$ cat src/rtl/ysyx_25040101_pkg.sv
// Shared types and encodings for the multi-cycle RV32I/E core.
package ysyx_25040101_pkg;

  typedef enum logic [2:0] {
    S_IF_REQ,
    S_IF_WAIT,
    S_EXEC,
    S_MEM_REQ,
    S_MEM_WAIT,
    S_HALT
  } state_e;

  localparam logic [6:0] OP_LUI    = 7'b0110111;
  localparam logic [6:0] OP_AUIPC  = 7'b0010111;
  localparam logic [6:0] OP_JAL    = 7'b1101111;
  localparam logic [6:0] OP_JALR   = 7'b1100111;
  localparam logic [6:0] OP_LOAD   = 7'b0000011;
  localparam logic [6:0] OP_STORE  = 7'b0100011;
  localparam logic [6:0] OP_IMM    = 7'b0010011;
  localparam logic [6:0] OP_OP     = 7'b0110011;
  localparam logic [6:0] OP_SYSTEM = 7'b1110011;

  localparam logic [2:0] F3_ADD  = 3'b000;
  localparam logic [2:0] F3_JALR = 3'b000;
  localparam logic [2:0] F3_W    = 3'b010;

  localparam logic [6:0] F7_ADD = 7'b0000000;
  localparam logic [6:0] F7_SUB = 7'b0100000;

  localparam logic [31:0] INSN_EBREAK = 32'h0010_0073;

  typedef enum logic [2:0] {IMM_I, IMM_S, IMM_B, IMM_U, IMM_J} imm_e;

  typedef enum logic [1:0] {ALU_ADD, ALU_SUB, ALU_PASSB} alu_e;

  // Sign/zero extension of the immediate field for each encoding format.
  function automatic logic [31:0] imm_ext(input logic [31:0] ir, input imm_e t);
    logic [31:0] r;
    case (t)
      IMM_I:   r = {{20{ir[31]}}, ir[31:20]};
      IMM_S:   r = {{20{ir[31]}}, ir[31:25], ir[11:7]};
      IMM_B:   r = {{19{ir[31]}}, ir[31], ir[7], ir[30:25], ir[11:8], 1'b0};
      IMM_U:   r = {ir[31:12], 12'b0};
      IMM_J:   r = {{11{ir[31]}}, ir[31], ir[19:12], ir[20], ir[30:21], 1'b0};
      default: r = '0;
    endcase
    return r;
  endfunction

endpackage

$ cat src/rtl/ysyx_25040101_regs_p.sv
// Architectural register file: two async read ports, one sync write port,
// x0 hardwired to zero, a0 exposed for halt-code capture.
module ysyx_25040101_regs_p
  import ysyx_25040101_pkg::*;
#(
  parameter int NREGS = 32,
  localparam int AW   = $clog2(NREGS)
) (
  input  logic          clk,
  input  logic          rst,
  input  logic [AW-1:0] raddr1_i,
  input  logic [AW-1:0] raddr2_i,
  output logic [31:0]   rdata1_o,
  output logic [31:0]   rdata2_o,
  input  logic          we_i,
  input  logic [AW-1:0] waddr_i,
  input  logic [31:0]   wdata_i,
  output logic [31:0]   a0_o
);

  logic [31:0] rf_q [NREGS];

  // Clear on reset; writes to x0 are dropped so it always reads zero.
  always_ff @(posedge clk) begin
    if (!rst) begin
      for (int i = 0; i < NREGS; i++) rf_q[i] <= '0;
    end else if (we_i && (waddr_i != '0)) begin
      rf_q[waddr_i] <= wdata_i;
    end
  end

  assign rdata1_o = (raddr1_i == '0) ? '0 : rf_q[raddr1_i];
  assign rdata2_o = (raddr2_i == '0) ? '0 : rf_q[raddr2_i];
  assign a0_o     = rf_q[10];

endmodule

$ cat src/rtl/ysyx_25040101_core_mc.sv
// Multi-cycle RV32I/E core: handshaked instruction and data memories,
// sequenced by a fetch/exec/mem FSM, with sticky halt/illegal status.
module ysyx_25040101_core_mc
  import ysyx_25040101_pkg::*;
#(
  parameter logic [31:0] RESET_PC = 32'h8000_0000,
  parameter int          NREGS    = 32
) (
  input  logic        clk,
  input  logic        rst,
  output logic        imem_req_valid,
  input  logic        imem_req_ready,
  output logic [31:0] imem_addr,
  input  logic        imem_rsp_valid,
  input  logic [31:0] imem_rdata,
  output logic        dmem_req_valid,
  input  logic        dmem_req_ready,
  output logic        dmem_we,
  output logic [31:0] dmem_addr,
  output logic [31:0] dmem_wdata,
  output logic [3:0]  dmem_wmask,
  input  logic        dmem_rsp_valid,
  input  logic [31:0] dmem_rdata,
  output logic        halt,
  output logic        illegal,
  output logic [31:0] halt_code
);

  localparam int         AW = $clog2(NREGS);
  localparam logic [5:0] NR = 6'(NREGS);

  state_e      state_q, state_d;
  logic [31:0] pc_q, pc_d;
  logic [31:0] ir_q, ir_d;
  logic [31:0] maddr_q, maddr_d;
  logic [31:0] mwdata_q, mwdata_d;
  logic        mwe_q, mwe_d;
  logic        halt_q, halt_d;
  logic        illegal_q, illegal_d;
  logic [31:0] hcode_q, hcode_d;

  logic [6:0]  opcode, f7;
  logic [4:0]  rd_f, rs1_f, rs2_f;
  logic [2:0]  f3;
  logic [31:0] rs1_v, rs2_v, a0_v;
  logic        rf_we;
  logic [31:0] rf_wdata;

  assign opcode = ir_q[6:0];
  assign rd_f   = ir_q[11:7];
  assign f3     = ir_q[14:12];
  assign rs1_f  = ir_q[19:15];
  assign rs2_f  = ir_q[24:20];
  assign f7     = ir_q[31:25];

  ysyx_25040101_regs_p #(.NREGS(NREGS)) u_regs (
    .clk      (clk),
    .rst      (rst),
    .raddr1_i (rs1_f[AW-1:0]),
    .raddr2_i (rs2_f[AW-1:0]),
    .rdata1_o (rs1_v),
    .rdata2_o (rs2_v),
    .we_i     (rf_we),
    .waddr_i  (rd_f[AW-1:0]),
    .wdata_i  (rf_wdata),
    .a0_o     (a0_v)
  );

  logic legal, is_ebreak, is_mem, is_store, is_jump, wr_rd, use_rs1, use_rs2;
  logic a_pc, b_imm;
  imm_e imm_t;
  alu_e alu_op;

  // Decode IR into control bits; anything not matched stays illegal.
  always_comb begin
    legal = 1'b0; is_ebreak = 1'b0; is_mem = 1'b0; is_store = 1'b0;
    is_jump = 1'b0; wr_rd = 1'b0; use_rs1 = 1'b0; use_rs2 = 1'b0;
    a_pc = 1'b0; b_imm = 1'b1; imm_t = IMM_I; alu_op = ALU_ADD;
    case (opcode)
      OP_OP: if (f3 == F3_ADD && (f7 == F7_ADD || f7 == F7_SUB)) begin
        legal = 1'b1; wr_rd = 1'b1; use_rs1 = 1'b1; use_rs2 = 1'b1;
        b_imm = 1'b0; alu_op = (f7 == F7_SUB) ? ALU_SUB : ALU_ADD;
      end
      OP_IMM: if (f3 == F3_ADD) begin
        legal = 1'b1; wr_rd = 1'b1; use_rs1 = 1'b1;
      end
      OP_LUI: begin
        legal = 1'b1; wr_rd = 1'b1; imm_t = IMM_U; alu_op = ALU_PASSB;
      end
      OP_AUIPC: begin
        legal = 1'b1; wr_rd = 1'b1; imm_t = IMM_U; a_pc = 1'b1;
      end
      OP_JAL: begin
        legal = 1'b1; wr_rd = 1'b1; is_jump = 1'b1; imm_t = IMM_J; a_pc = 1'b1;
      end
      OP_JALR: if (f3 == F3_JALR) begin
        legal = 1'b1; wr_rd = 1'b1; is_jump = 1'b1; use_rs1 = 1'b1;
      end
      OP_LOAD: if (f3 == F3_W) begin
        legal = 1'b1; wr_rd = 1'b1; is_mem = 1'b1; use_rs1 = 1'b1;
      end
      OP_STORE: if (f3 == F3_W) begin
        legal = 1'b1; is_mem = 1'b1; is_store = 1'b1; use_rs1 = 1'b1;
        use_rs2 = 1'b1; imm_t = IMM_S;
      end
      OP_SYSTEM: if (ir_q == INSN_EBREAK) begin
        legal = 1'b1; is_ebreak = 1'b1;
      end
      default: ;
    endcase
  end

  logic [31:0] imm, opa, opb, alu_res, jtgt, pc4;
  logic        bad_idx, misalign, bad;

  // ALU/extend datapath plus the legality checks that depend on its result.
  always_comb begin
    imm = imm_ext(ir_q, imm_t);
    opa = a_pc ? pc_q : rs1_v;
    opb = b_imm ? imm : rs2_v;
    case (alu_op)
      ALU_SUB:   alu_res = opa - opb;
      ALU_PASSB: alu_res = opb;
      default:   alu_res = opa + opb;
    endcase
    jtgt     = {alu_res[31:1], 1'b0};
    pc4      = pc_q + 32'd4;
    bad_idx  = (wr_rd   && ({1'b0, rd_f}  >= NR)) ||
               (use_rs1 && ({1'b0, rs1_f} >= NR)) ||
               (use_rs2 && ({1'b0, rs2_f} >= NR));
    misalign = (is_jump && jtgt[1]) || (is_mem && (alu_res[1:0] != 2'b00));
    bad      = !legal || bad_idx || misalign;
  end

  // Next-state and datapath register control for the multi-cycle sequence.
  always_comb begin
    state_d   = state_q;
    pc_d      = pc_q;
    ir_d      = ir_q;
    maddr_d   = maddr_q;
    mwdata_d  = mwdata_q;
    mwe_d     = mwe_q;
    halt_d    = halt_q;
    illegal_d = illegal_q;
    hcode_d   = hcode_q;
    rf_we     = 1'b0;
    rf_wdata  = alu_res;
    case (state_q)
      S_IF_REQ:  if (imem_req_ready) state_d = S_IF_WAIT;
      S_IF_WAIT: if (imem_rsp_valid) begin
        ir_d    = imem_rdata;
        state_d = S_EXEC;
      end
      S_EXEC: begin
        if (bad || is_ebreak) begin
          halt_d    = 1'b1;
          illegal_d = bad;
          hcode_d   = a0_v;
          state_d   = S_HALT;
        end else if (is_mem) begin
          maddr_d  = alu_res;
          mwdata_d = rs2_v;
          mwe_d    = is_store;
          state_d  = S_MEM_REQ;
        end else begin
          rf_we    = wr_rd;
          rf_wdata = is_jump ? pc4 : alu_res;
          pc_d     = is_jump ? jtgt : pc4;
          state_d  = S_IF_REQ;
        end
      end
      S_MEM_REQ: if (dmem_req_ready) state_d = S_MEM_WAIT;
      S_MEM_WAIT: if (dmem_rsp_valid) begin
        rf_we    = !mwe_q;
        rf_wdata = dmem_rdata;
        pc_d     = pc4;
        state_d  = S_IF_REQ;
      end
      default: ;
    endcase
  end

  // State and datapath registers with synchronous active-low reset.
  always_ff @(posedge clk) begin
    if (!rst) begin
      state_q   <= S_IF_REQ;
      pc_q      <= RESET_PC;
      ir_q      <= '0;
      maddr_q   <= '0;
      mwdata_q  <= '0;
      mwe_q     <= 1'b0;
      halt_q    <= 1'b0;
      illegal_q <= 1'b0;
      hcode_q   <= '0;
    end else begin
      state_q   <= state_d;
      pc_q      <= pc_d;
      ir_q      <= ir_d;
      maddr_q   <= maddr_d;
      mwdata_q  <= mwdata_d;
      mwe_q     <= mwe_d;
      halt_q    <= halt_d;
      illegal_q <= illegal_d;
      hcode_q   <= hcode_d;
    end
  end

  // Request valids are masked while reset is held so nothing is issued then.
  assign imem_req_valid = rst && (state_q == S_IF_REQ);
  assign imem_addr      = pc_q;
  assign dmem_req_valid = rst && (state_q == S_MEM_REQ);
  assign dmem_we        = mwe_q;
  assign dmem_addr      = maddr_q;
  assign dmem_wdata     = mwdata_q;
  assign dmem_wmask     = mwe_q ? 4'hF : 4'h0;
  assign halt           = halt_q;
  assign illegal        = illegal_q;
  assign halt_code      = hcode_q;

endmodule

$ cat config.mk
export PLATFORM = sky130hd
export DESIGN_NAME = ysyx_25040101_core_mc
export DESIGN_NICKNAME = d
export VERILOG_FILES = /design/src/rtl/ysyx_25040101_pkg.sv /design/src/rtl/ysyx_25040101_regs_p.sv /design/src/rtl/ysyx_25040101_core_mc.sv
export SDC_FILE = /design/constraint.sdc
export NUM_CORES = 2
export LEC_CHECK = 0
export BUFFER_PORTS_ARGS = -buffer_cell sky130_fd_sc_hd__buf_2
export CORE_MARGIN = 2
export CORE_UTILIZATION = 45
export DETAILED_ROUTE_END_ITERATION = 16
export GPL_ROUTABILITY_DRIVEN = 0
export PLACE_DENSITY = 0.61
export SLEW_MARGIN = 25
export SYNTH_ARGS = -nofsm -noshare
export SYNTH_HDL_FRONTEND = slang
export SYNTH_SLANG_ARGS = --single-unit
$ cat constraint.sdc
create_clock -name clk -period 12.8 [get_ports clk]
set_clock_uncertainty 0.15 [all_clocks]
set_input_delay 0.64 -clock clk [delete_from_list [all_inputs] [get_ports clk]]
set_output_delay 0.64 -clock clk [all_outputs]
set_load 0.02 [all_outputs]
==> flow_summary.toml <==
[run_status]
status = "completed"

[global_routing]
grt_max_degree = 96
grt_usage_pct = 35.3
grt_pass1_wl_mm = 352
antenna_found_initial = 8
gr-total-overflow = 0
grt_pass1_vias = 45800

[logic_synthesis]
ys_top_cells_by_area = "edfxtp_1, mux4_2, nor2_1, dfxtp_1, mux2i_1"
ys_seq_elements = 1199
synthMuxAreaShare_pct = 21.3
synth_top_family_by_area = "multiplexers"
yosysSeqAreaShare_pct = 54.4
synth_area_leader_cell = "edfxtp_1"
synth_edf_count = 1024
synthAdderAreaFrac_pct = 0.687
synth_warnings = 0
syn_inst = 5089
synth_top_area_share_pct = 48.8
synth-simple-area-share_pct = 12.2
async_flop_share_pct = 0
synth_xor_area_share_pct = 1.13
ys_types = 80
yosys_most_used_dff = "edfxtp_1"
avgSynthCellArea_um2 = 12.4
synth-compound-area-share_pct = 6.89
synth_area_um2 = 63000

[placed_design]
dp_cells = 6855
post-place-ws_ns = 4.22
placed_area_um2 = 66500
post-dp-hpwl_mm = 151
io_buffers = 205

[route]
drt-total-wl_mm = 254
wl_met2_mm = 110
vias_per_cell = 6.84
drtPass1Iterations = 6
route.detailed.drc = 0
wire_per_inst_um = 35.7
met3_length_mm = 37.3
drtAntennaViolNets = 0
vias = 48800
route.top_layer_used = "met5"
m1WireLength_mm = 90.1
dr.first_iter.drc_count = 8313

[worst_setup_path]
rrSetupSlack_ns = 3.89
crit_fanout = 39
rr_worst_depth = 27
cp.required_ns = 13.15
critical_path_class = "flip-flop to flip-flop"
critical_path_arrival_ns = 9.26
cp-start-kind = "flip-flop"
cp-end-kind = "flip-flop"
rr_endpoint = "u_regs.rf_q[31][28]$_SDFFCE_PN0P_"

[timing]
fin_crit_ns = 8.91
worst_slack_ns = 3.89
worst_slew_pin_slew_ns = 1.21
hold_viol_final = 0
rsz0062_at_grt = "false"
setup_viol = 0
period_share_pct = 69.6
maxSlewHeadroom_pct = 19.1
setup_tns_ns = 0
slew_viol_final = 0
fmax_mhz = 112

[die]
io_pins = 207
core_area_um2 = 139000
row_count = 137
dieWidth_um = 378
die_y_um = 378
initial_core_util_pct = 45.3
die_area_um2 = 143000

[clocking]
path_clk_slew_ns = 0.06
cts-resized-gates = 0
cts_tree = "done"
clk_latency_ns = 0.81
cts_buffer_depth = 3
htreeDepth = 4
cts_sinks = 1199
cts_root_buffer = "clkbuf_16"
numCtsBuffers = 130

[final_layout]
fin_area_um2 = 71000
drive_gt1_share_pct = 22.9
synthToLayoutAreaGrowth_pct = 12.6
final_cells = 7123
nets = 5238

[min_path]
hold_path.class = "input port to flip-flop"
hp-start = "imem_rdata[9]"
hold_end = "ir_q[9]$_SDFFE_PN0P_"
min_path_cells = 3

[pwr]
peakVddDrop_v = 0.000389
power_density_nw_per_um2 = 225
power_leakage_nw = 24.1

[job]
cap_violations = 0
## routing by layer
metal / up-vias / GRT usage [%]
met5: - / 0
met4: 8 / 20.1
met3: 872 / 11.2
met2: 4296 / 51.9
met1: 24400 / 46.1
li1: 19100 / -
## critical path, stage by stage (launching register included)
cell and delay [ns]:
dfxtp_4 0.74, buf_4 0.69, buf_4 0.71, mux2i_1 0.27
a22oi_1 0.11, a21oi_1 0.30, nor4_1 0.20, a22o_1 0.33
or3_1 0.39, or4_1 0.59, nor2_1 0.17, nand3b_1 0.12
nand3b_1 0.25, nor3_1 0.48, a21oi_1 0.15, xor2_1 0.18
ha_1 0.41, and3_1 0.26, a41oi_1 0.24, o211ai_1 0.14
a21oi_1 0.20, xor2_1 0.17, nor2_1 0.07, a21oi_1 0.24
a21oi_1 0.15, a211oi_4 0.26, buf_4 0.40, nor2_1 0.07
## Yosys cell counts, drive strengths merged, types with 37 or more instances
| library cell | instances |
|---|---|
| nor2 | 1214 |
| edfxtp | 1024 |
| mux4 | 484 |
| nand2 | 384 |
| clkbuf | 372 |
| mux2i | 248 |
| a21oi | 213 |
| dfxtp | 175 |
| o21ai | 123 |
| a22oi | 121 |
| buf | 111 |
| nand3 | 66 |
| a221oi | 44 |
| xnor2 | 44 |
| nor3 | 38 |
| xor2 | 37 |
## cells in the final DEF, fill, tap and decap left out, types with 121 or more instances in the layout
master	synthesis	final
clkbuf_16	0	138
a21oi_1	213	211
mux4_2	484	484
edfxtp_1	1024	1024
nand2_1	384	322
nor2_1	1183	1175
mux2i_1	248	248
dfxtp_1	175	165
buf_2	43	205
o21ai_0	121	121
a22oi_1	121	121
buf_4	18	130
## sequential cells by signal (all words and copies together) (netlist names), named ones only
name and count:
dmem_addr 32, u_regs.rf_q 1024, dmem_wdata 32, halt 1, dmem_we 1, state_q 3, illegal 1, imem_addr 31
ir_q 32, halt_code 32
## kinds of logic (layout without fill, tap and decap cells)
kind of cell    after synthesis  in the layout
fa+ha+maj                    34             34
compound gates              671            671
buf+inv                     508            629
other cells                   1             38
mux                         737            737
simple gates               1858           1858
flops                      1199           1199
xor+xnor                     81             81
## cell type report
type / count / area (µm²)
fillers: 11900 / 68200
well taps: 1876 / 2350
repair buffers: 364 / 2340
clock buffers: 180 / 3730
clock inverters: 60 / 520
diodes: 5 / 12.5
inverters: 25 / 101
multi-input cells: 3414 / 27600
flip-flops and latches: 1199 / 34300
## worst max-delay path by stage
| stage | end | slack, ns | depth (start not counted) | start |
|---|---|---|---|---|
| after CTS | u_regs.rf_q[30][28]$_SDFFCE_PN0P_ | 4.20 | 27 | flip-flop |
| final | u_regs.rf_q[31][28]$_SDFFCE_PN0P_ | 3.89 | 27 | flip-flop |
| after detailed placement | u_regs.rf_q[29][28]$_SDFFCE_PN0P_ | 4.22 | 27 | flip-flop |
| after global placement | u_regs.rf_q[21][29]$_SDFFCE_PN0P_ | 4.04 | 25 | flip-flop |
| after floorplan | u_regs.rf_q[2][24]$_SDFFCE_PN0P_ | 6.15 | 24 | flip-flop |
| after global routing | u_regs.rf_q[4][30]$_SDFFCE_PN0P_ | 3.58 | 27 | flip-flop |
## repair_timing
item,in CTS,in global routing
hold buffers,22,0
hold endpoints to repair,24,0
setup buffers,0,0
## through the flow
stage	utilization, %	hold WS [ns]	total power, mW
after floorplan	-	0.290	9.10
after global placement	47.7	0.289	11.9
after detailed placement	47.7	0.295	11.9
after CTS	51.0	0.00222	15.7
after global routing	51.0	0.0420	16.4
final	51.0	0.0480	16.0
## report_power, final
group | switching [mW] | internal [mW] | total (mW)
clock | 1.68 | 2.16 | 3.83
combinational | 5.49 | 2.10 | 7.59
sequential | 0.191 | 4.38 | 4.57
No activity file was read; power rests on OpenSTA's default activity.
